==> src/rtl/key_event_decoder_pkg.sv <==
// Shared definitions for the key event decoder and consumers of event_code.
// Latency: n/a (types and constants only).
// Backpressure: n/a.
//
// Contents: one-hot FSM state encoding and the 2-bit event codes reported on
// event_code. The UART-side consumer imports this package to decode event_code.
package key_event_decoder_pkg;

    typedef enum logic [4:0] {
        IDLE   = 5'b00001,
        PRESS1 = 5'b00010,
        WAIT2  = 5'b00100,
        PRESS2 = 5'b01000,
        LONG   = 5'b10000
    } state_e;

    localparam logic [1:0] EVT_SHORT  = 2'd0;
    localparam logic [1:0] EVT_DOUBLE = 2'd1;
    localparam logic [1:0] EVT_LONG   = 2'd2;
    localparam logic [1:0] EVT_REPEAT = 2'd3;

endpackage

==> src/rtl/evt_timer.sv <==
// Per-state cycle counter with a terminal-count flag for the key event FSM.
// Latency: cnt updates one cycle after clr/en; hit is combinational from cnt.
// Backpressure: none.
//
// Ports: Clk/Rst_n clock and async active-low reset; clr forces cnt to 0 next
// cycle (wins over en); en increments cnt; limit is the timeout length N;
// cnt is the current count; hit is high in the Nth cycle (cnt == N-1).
module evt_timer #(
    parameter int CNT_W = 27
) (
    input  logic             Clk,
    input  logic             Rst_n,
    input  logic             clr,
    input  logic             en,
    input  logic [CNT_W-1:0] limit,
    output logic [CNT_W-1:0] cnt,
    output logic             hit
);

    logic [CNT_W-1:0] cnt_q;
    logic [CNT_W-1:0] cnt_d;

    always_comb begin
        cnt_d = cnt_q;
        if (clr) begin
            cnt_d = '0;
        end else if (en) begin
            cnt_d = cnt_q + CNT_W'(1);
        end
    end

    always_ff @(posedge Clk or negedge Rst_n) begin
        if (!Rst_n) begin
            cnt_q <= '0;
        end else begin
            cnt_q <= cnt_d;
        end
    end

    assign cnt = cnt_q;
    assign hit = (cnt_q == limit - CNT_W'(1));

endmodule

==> src/rtl/key_event_decoder.sv <==
// Classifies debounced key activity into short press, double click, long press and auto-repeat.
// Latency: every event pulse is registered, 1 cycle after the triggering strobe or timeout cycle.
// Backpressure: none; pulses are fire-and-forget, event_code holds the last reported event.
//
// Ports: Clk, Rst_n (async active-low); key_flag one-cycle edge strobe with
// key_state level (0 pressed, 1 released); short_press/double_click/long_press/
// repeat_pulse one-cycle event pulses; event_valid pulses with any of them;
// event_code encodes the most recent event (EVT_* in the package).
module key_event_decoder
    import key_event_decoder_pkg::*;
#(
    parameter int LONG_CNT   = 75_000_000,
    parameter int DCLICK_CNT = 15_000_000,
    parameter int REPEAT_CNT = 10_000_000,
    parameter int CNT_W      = 27
) (
    input  logic       Clk,
    input  logic       Rst_n,
    input  logic       key_flag,
    input  logic       key_state,
    output logic       short_press,
    output logic       double_click,
    output logic       long_press,
    output logic       repeat_pulse,
    output logic       event_valid,
    output logic [1:0] event_code
);

    state_e           state_q, state_d;
    logic             short_q, short_d;
    logic             double_q, double_d;
    logic             long_q, long_d;
    logic             repeat_q, repeat_d;
    logic             valid_q, valid_d;
    logic [1:0]       code_q, code_d;

    logic             press_ev;
    logic             release_ev;
    logic             rep_restart;
    logic             tmr_clr;
    logic             tmr_en;
    logic             tmr_hit;
    logic [CNT_W-1:0] tmr_limit;
    // Count is exposed by the timer for debug visibility; the FSM only needs hit.
    logic [CNT_W-1:0] cnt_unused;

    assign press_ev   = key_flag & ~key_state;
    assign release_ev = key_flag &  key_state;

    always_comb begin
        state_d     = state_q;
        short_d     = 1'b0;
        double_d    = 1'b0;
        long_d      = 1'b0;
        repeat_d    = 1'b0;
        code_d      = code_q;
        rep_restart = 1'b0;
        // Key events are tested before hit so an edge landing on the timeout
        // cycle takes priority. Mismatched strobes fall through untouched and
        // therefore neither change state nor clear the counter.
        case (state_q)
            IDLE: begin
                if (press_ev) state_d = PRESS1;
            end
            PRESS1: begin
                if (release_ev) begin
                    state_d = WAIT2;
                end else if (tmr_hit) begin
                    state_d = LONG;
                    long_d  = 1'b1;
                    code_d  = EVT_LONG;
                end
            end
            WAIT2: begin
                if (press_ev) begin
                    state_d = PRESS2;
                end else if (tmr_hit) begin
                    state_d = IDLE;
                    short_d = 1'b1;
                    code_d  = EVT_SHORT;
                end
            end
            PRESS2: begin
                if (release_ev) begin
                    state_d  = IDLE;
                    double_d = 1'b1;
                    code_d   = EVT_DOUBLE;
                end
            end
            LONG: begin
                if (release_ev) begin
                    state_d = IDLE;
                end else if (tmr_hit) begin
                    repeat_d    = 1'b1;
                    code_d      = EVT_REPEAT;
                    rep_restart = 1'b1;
                end
            end
            default: state_d = IDLE;
        endcase
        valid_d = short_d | double_d | long_d | repeat_d;
    end

    // The timeout length follows the state currently being timed.
    always_comb begin
        tmr_limit = CNT_W'(LONG_CNT);
        case (state_q)
            WAIT2:   tmr_limit = CNT_W'(DCLICK_CNT);
            LONG:    tmr_limit = CNT_W'(REPEAT_CNT);
            default: tmr_limit = CNT_W'(LONG_CNT);
        endcase
    end

    // Restart on every transition (and on each repeat period) so each state
    // measures time from its own entry; IDLE and PRESS2 never advance.
    assign tmr_clr = (state_d != state_q) | rep_restart;
    assign tmr_en  = (state_q == PRESS1) | (state_q == WAIT2) | (state_q == LONG);

    evt_timer #(
        .CNT_W (CNT_W)
    ) u_timer (
        .Clk   (Clk),
        .Rst_n (Rst_n),
        .clr   (tmr_clr),
        .en    (tmr_en),
        .limit (tmr_limit),
        .cnt   (cnt_unused),
        .hit   (tmr_hit)
    );

    always_ff @(posedge Clk or negedge Rst_n) begin
        if (!Rst_n) begin
            state_q  <= IDLE;
            short_q  <= 1'b0;
            double_q <= 1'b0;
            long_q   <= 1'b0;
            repeat_q <= 1'b0;
            valid_q  <= 1'b0;
            code_q   <= EVT_SHORT;
        end else begin
            state_q  <= state_d;
            short_q  <= short_d;
            double_q <= double_d;
            long_q   <= long_d;
            repeat_q <= repeat_d;
            valid_q  <= valid_d;
            code_q   <= code_d;
        end
    end

    assign short_press  = short_q;
    assign double_click = double_q;
    assign long_press   = long_q;
    assign repeat_pulse = repeat_q;
    assign event_valid  = valid_q;
    assign event_code   = code_q;

endmodule

==> config.mk <==
export PLATFORM = sky130hd
export DESIGN_NAME = key_event_decoder
export DESIGN_NICKNAME = d
export VERILOG_FILES = /design/src/rtl/key_event_decoder_pkg.sv /design/src/rtl/evt_timer.sv /design/src/rtl/key_event_decoder.sv
export SDC_FILE = /design/constraint.sdc
export NUM_CORES = 1
export LEC_CHECK = 0
export BUFFER_PORTS_ARGS = -buffer_cell sky130_fd_sc_hd__buf_4
export CAP_MARGIN = 5
export CORE_MARGIN = 10
export CORE_UTILIZATION = 49
export DETAILED_ROUTE_END_ITERATION = 7
export PLACE_DENSITY_LB_ADDON = 0.3
export REMOVE_ABC_BUFFERS = 1
export SYNTH_ARGS = -nofsm -noshare
export SYNTH_HDL_FRONTEND = slang
export SYNTH_HIERARCHICAL = 1
export SYNTH_SLANG_ARGS = --single-unit
==> constraint.sdc <==
create_clock -name Clk -period 6.7 [get_ports Clk]
set_input_delay 1.34 -clock Clk [delete_from_list [all_inputs] [get_ports Clk]]
set_output_delay 1.34 -clock Clk [all_outputs]
set_load 0.05 [all_outputs]
* Word level (Yosys, flattened, before mapping) *
Index checks and enable logic that the tools add are counted.

cells by class
  divide/modulo/power cells = 0
  multiplexer cells = 26
  add/sub/neg operators = 2
  equal/unequal tests = 14
  $lt $le $gt $ge = 0
  bitwise gates (word level) = 9
  multiply operators = 0
  shift-type cells = 0
  reduce and logical (&&, ||, !) cells = 4

operators with widths
  cell                     count
  $mux W27                 2
  $pmux W27 S2             1
  $mux W5                  6
  $add A27 B1 Y27 const B  1
  $eq A27 B27 Y1           1
  $sub A27 B1 Y27 const B  1
  $pmux W5 S4              1
  $mux W2                  7
  $ne A2 B2 Y1 const B     7
  $mux W1                  8
  $pmux W2 S4              1
  $reduce_and A8 Y1        1
  $or A1 B1 Y1             6
  $eq A5 B1 Y1 const B     1
  $eq A5 B2 Y1 const B     1
  $eq A5 B3 Y1 const B     1
  $eq A5 B4 Y1 const B     1
  $eq A5 B5 Y1 const B     1
  $ne A5 B5 Y1             1
  $reduce_bool A4 Y1       1
  $and A1 B1 Y1            2
  $reduce_bool A2 Y1       1
  $reduce_or A2 Y1         1
  $not A1 Y1               1

storage, ports and cells
  input bits = 4
  word-level logic and storage cells = 63
  memory bits (read-only) = 0
  bits in latches = 0
  memories = 0
  bits in registers = 39
  bits in writable memories = 0

* Longest topological paths before layout *
  depth in word-level cells = 10
  depth in mapped cells = 25
  depth with buffers taken out = 23

* Cells and area by module *
Netlist, hierarchy kept.

modules (own cells, without submodules)
  module             cells each  area an instance (µm²)  seq. area each (µm²)  times used
  evt_timer          268         2296.0                  675.6                 1
  key_event_decoder  84          773.2                   301.5                 1

* Worst setup path before layout *
No wires, ideal clock.

  kind = register -> register
  start = register state_q[1]
  end = register u_timer.cnt_q[17], in the netlist u_timer/cnt[17]
  slack = 1.309 ns
  buffers on the path = 3
  stages on the path, launching flop included = 23
  clock period less this slack = 5.391 ns
  data arrival time = 5.313 ns
  cells stage by stage = dfrtp_1 buf_2 nor2_1 nand3_1 nand2_1 inv_2 xnor2_1 o211ai_1 o31a_1 a2111oi_4 nand4_1 nor4_1 clkbuf_1 nor3_1 and3_1 a211o_1 nand4_1 clkbuf_1 o2111ai_1 nor3_1 nand4_1 or3_1 a21oi_1

on the way
  word-level cells in the longest chain between the ends = 10

RTL lines
  element                                         line                                              text
  start: declaration                              key_event_decoder.sv:29                           state_e state_q, state_d;
  start signal: assignment                        key_event_decoder.sv:141                          state_q <= state_d;
  $eq A5 B5 Y1 or $eq A5 B3 Y1 (tied branches)    key_event_decoder.sv:107                          case (state_q)
  $pmux W27 S2 (*)                                key_event_decoder.sv:107
  named net tmr_limit[13]                         key_event_decoder.sv:43                           logic [CNT_W-1:0] tmr_limit;
  $sub A27 B1 Y27 (*)                             evt_timer.sv:41                                   assign hit = (cnt_q == limit - CNT_W'(1));
  $eq A27 B27 Y1 (*)                              evt_timer.sv:41
  named net tmr_hit                               key_event_decoder.sv:42                           logic tmr_hit;
  $mux W5, on equally long branches               key_event_decoder.sv:77, key_event_decoder.sv:68
  $mux W5, on equally long branches               key_event_decoder.sv:75, key_event_decoder.sv:66
  $pmux W5 S4                                     key_event_decoder.sv:61                           case (state_q)
  $ne A5 B5 Y1                                    key_event_decoder.sv:116                          assign tmr_clr = (state_d != state_q) | rep_restart;
  $or A1 B1 Y1 (*)                                key_event_decoder.sv:116
  named net tmr_clr                               key_event_decoder.sv:40                           logic tmr_clr;
  $mux W27 or $reduce_bool A2 Y1 (tied branches)  --
  end signal: assignment                          evt_timer.sv:36                                   cnt_q <= cnt_d;
  end: declaration                                evt_timer.sv:20                                   logic [CNT_W-1:0] cnt_q;

Mark *: on every way through the listed nets, which the timed path passes. The rest lies on a longest branch.
A chain may end at the register's enable or synchronous reset.

* Worst setup path after layout *
  start = register state_q[4]
  end = register u_timer.cnt_q[23], in the netlist u_timer/cnt[23]

The elaborated chain is that of the path after synthesis.

==> reports/summary.txt <==
Leakage - 1.43 nW
Layout Cells excl Fill - 482
Post-DRT Antenna Nets - 0
CTS resizes - 0
Final core utilization - 58.6%
Worst Setup Path Type - reg -> reg
Worst hold path class - reg -> reg
Max incr delay on CP - 540 ps
Tcrit/Tclk final - 85.2%
Asr flop ratio synth - 100%
CTS buffer count - 5
Max Freq - 175 MHz
Crit-path most repeated cell - nand4_1
Initial antenna violation count - 0
Placed insts - 474
Critical R2R Capture - u_timer/cnt[23]$_DFFE_PN0P_
Mapped Area - 3070 um2
Setup TNS - 0 ps
CP required - 6920 ps
Area of the multi-input gates - 2160 um2
Crit start category - flip-flop
CTS Buffer Depth - 2
Switching power - 0.220 mW
Nets - 412
Rel. slew slack - 58.5%
Post-synthesis sequential area ratio - 31.8%
RSZ-0062 raised after global routing - false
Synth Instances - 352
Top_reg_cell synth - dfrtp_1
Worst hold slack - 526 ps
VDD IR max - 162 uV
Reg area - 977 um2
WL per Instance - 14.0 um
Die height - 99.1 um
Critical Path Start - state_q[4]$_DFF_PN0_
DRT Wirelength - 6750 um
Setup slack, reg-to-reg - 990 ps
Port Buffer Count - 10
Worst reg-to-reg path cell count - 21
Max-cap violations - 0
Critical path endpoint category - flip-flop
DP HPWL - 4880 um
Num ports - 11
Fraction of layout cells with a size suffix above 1 - 10.3%
Crit path time final - 5710 ps
Vias in the first global route - 2579
Post-CTS setup repair buffer count - 0
FF-to-FF Start - state_q[4]$_DFF_PN0_
Starting DRT DRC Count - 154
Power Density - 193 nW/um2
Sequential share of power - 39.5%
Worst setup margin - 990 ps
Clk pwr share - 35.8%
Clock skew - 12.7 ps
Power share of the combinational group - 24.8%
# diodes - 0
Rows - 28
Vias - 2643
DR pass1 iterations - 4
# setup viols final - 0
Pre-CTS setup slack - 1040 ps
Slew Viols, Final - 0
Hold-fix buffers, CTS - 0
Area Growth Syn to Fin - 14.3%
Largest net degree at the start of global routing - 40
TritonCTS clock tree - yes
Core box area - 5990 um2
Vias per cell - 5.48
CP max stage cell - dfrtp_1
Placed cell area - 3370 um2
Worst Path Arrival - 5930 ps
CP Max Fanout - 14
Int Power - 0.457 mW
Worst-skew pair later-pin latency - 300 ps
Setup crit end - u_timer/cnt[23]$_DFFE_PN0P_
First-pass GRT wire length - 12000 um
Global placement routability congestion - 0.992
Pwr Total - 0.677 mW
GRT Util Overall - 14.2%
CTS clk-pin slew, worst paths - 80 ps
Sw Ratio - 32.4%
Design area - 3510 um2
Post-synth EDFFs - 0
Avg Inst Size Synth - 8.72 um2
CTS Root Cell - clkbuf_8
Fill cells - 518
Starting density of the core - 51.2%
Synthesis Warnings - 6
Clock sink count - 39
Flops & latches, synth - 39
Worst-path cell chain - or3_4, nor3_4, inv_2, nand2_1, inv_2, xnor2_1, o211ai_1, o31a_1, a2111oi_4, nand4_1, nor4_1, buf_4, nor3_1, and3_1, a211o_1, nand4_1, o2111ai_1, nor3_1, nand4_1, or3_1, a21oi_1
H-Tree Depth - 2
Worst Max-Slew Pin Slew - 621 ps
Die area - 9830 um2
Fin. Hold Viols - 0
Status - finished, final reports clean
Die outline width - 99.1 um
Gr ovfl total - 0
Yosys cell types - 74
DR DRC count - 0
[kinds of logic after synthesis]
kind of cell / after synthesis / synth area share, %
xor+xnor: 54 / 15.9
buf+inv: 24 / 3.67
compound gates: 57 / 13.5
flops: 39 / 31.8
other cells: 2 / 0.245
mux: 3 / 0.978
fa+ha+maj: 2 / 0.815
simple gates: 171 / 33.1
[cells in the mapped netlist (2+ instances only)]
library cell / instances / share of area, %
inv_1: 6 / 0.73
nor2_1: 41 / 5.0
nor3_1: 11 / 1.8
or4b_1: 2 / 0.65
nor4_1: 8 / 1.6
nand2b_1: 3 / 0.61
nand4b_1: 4 / 1.1
o22ai_1: 3 / 0.61
nor3b_1: 2 / 0.49
nand3_2: 2 / 0.65
or3_1: 7 / 1.4
a21o_1: 2 / 0.49
a21oi_1: 14 / 2.3
and2_1: 2 / 0.41
and4_1: 4 / 1.1
nor2b_1: 3 / 0.61
nand3_1: 13 / 2.1
conb_1: 2 / 0.24
o221ai_1: 2 / 0.57
a2111oi_0: 2 / 0.57
nor4b_1: 6 / 1.7
buf_6: 2 / 0.73
inv_2: 2 / 0.24
o21ai_0: 9 / 1.5
xnor2_1: 28 / 8.0
dfrtp_1: 38 / 31
mux2i_1: 3 / 0.98
and3_1: 5 / 1.0
xnor2_2: 2 / 1.1
or4_4: 2 / 0.73
buf_2: 3 / 0.49
nand3b_1: 5 / 1.2
a2bb2oi_1: 2 / 0.57
nand4_1: 13 / 2.6
ha_1: 2 / 0.82
xor2_1: 24 / 6.8
a211oi_1: 3 / 0.73
nand2_1: 24 / 2.9
or3_4: 2 / 0.73
clkbuf_1: 10 / 1.2
[state kept, by name (all words and copies together), names as in the netlist]
register	cells
u_timer/cnt	27
event_valid	1
state_q	5
long_press	1
short_press	1
event_code	2
repeat_pulse	1
double_click	1
[power groups by stage]
stage / combinational [mW] / clock, mW / sequential [mW]
after global routing: 0.191 / 0.256 / 0.271
after CTS: 0.166 / 0.249 / 0.267
after floorplan: 0.116 / 0 / 0.271
final: 0.168 / 0.242 / 0.267
after detailed placement: 0.164 / 0 / 0.272
after global placement: 0.163 / 0 / 0.271
[placed cells by master (no fill, tap or decap), types with 4 or more instances in the layout]
| cell | count |
|---|---|
| a21oi_1 | 14 |
| nand3_1 | 13 |
| nor3_1 | 11 |
| xor2_1 | 24 |
| nor2_1 | 41 |
| buf_4 | 14 |
| and3_1 | 5 |
| dfrtp_1 | 38 |
| conb_1 | 51 |
| and4_1 | 4 |
| nor4b_1 | 6 |
| nand2_1 | 24 |
| clkbuf_8 | 5 |
| o21ai_0 | 9 |
| nand3b_1 | 5 |
| nand4_1 | 13 |
| nor4_1 | 8 |
| or3_1 | 7 |
| inv_1 | 6 |
| xnor2_1 | 28 |
| nand4b_1 | 4 |
[critical path, delay by kind of cell, from the launching register on]
| family | cells | cell delay, ps |
|---|---|---|
| simple gates | 11 | 3040 |
| compound gates | 6 | 1260 |
| flops | 1 | 540 |
| buf+inv | 3 | 520 |
| xor+xnor | 1 | 250 |
[worst min-delay path by stage]
stage	from	to	depth (start not counted)
2_1_floorplan	u_timer/cnt[26]$_DFFE_PN0P_	u_timer/cnt[26]$_DFFE_PN0P_	2
3_3_place_gp	event_code[1]$_DFFE_PN0P_	event_code[1]$_DFFE_PN0P_	2
3_5_place_dp	event_code[0]$_DFFE_PN0P_	event_code[0]$_DFFE_PN0P_	1
4_1_cts	event_code[1]$_DFFE_PN0P_	event_code[1]$_DFFE_PN0P_	2
5_1_grt	event_code[1]$_DFFE_PN0P_	event_code[1]$_DFFE_PN0P_	2
6_report	event_code[1]$_DFFE_PN0P_	event_code[1]$_DFFE_PN0P_	2
[final cells by class]
cell class,count,share of cell area (%)
tap,75,2.67
timing repair buffer,14,2.99
inverter,8,0.856
sequential,39,27.8
clock inverter,3,2.03
clock buffer,5,1.96
multi-input combinational,338,61.6
[routing by layer]
metal / wire (um) / up-vias / GRT usage (%)
met5: 0 / - / 0
met4: 86 / 0 / 4.96
met3: 296 / 10 / 2.84
met2: 3210 / 64 / 23.1
met1: 3150 / 1227 / 18.2
li1: - / 1342 / -
Note: power is estimated with default switching activity, not from simulation.
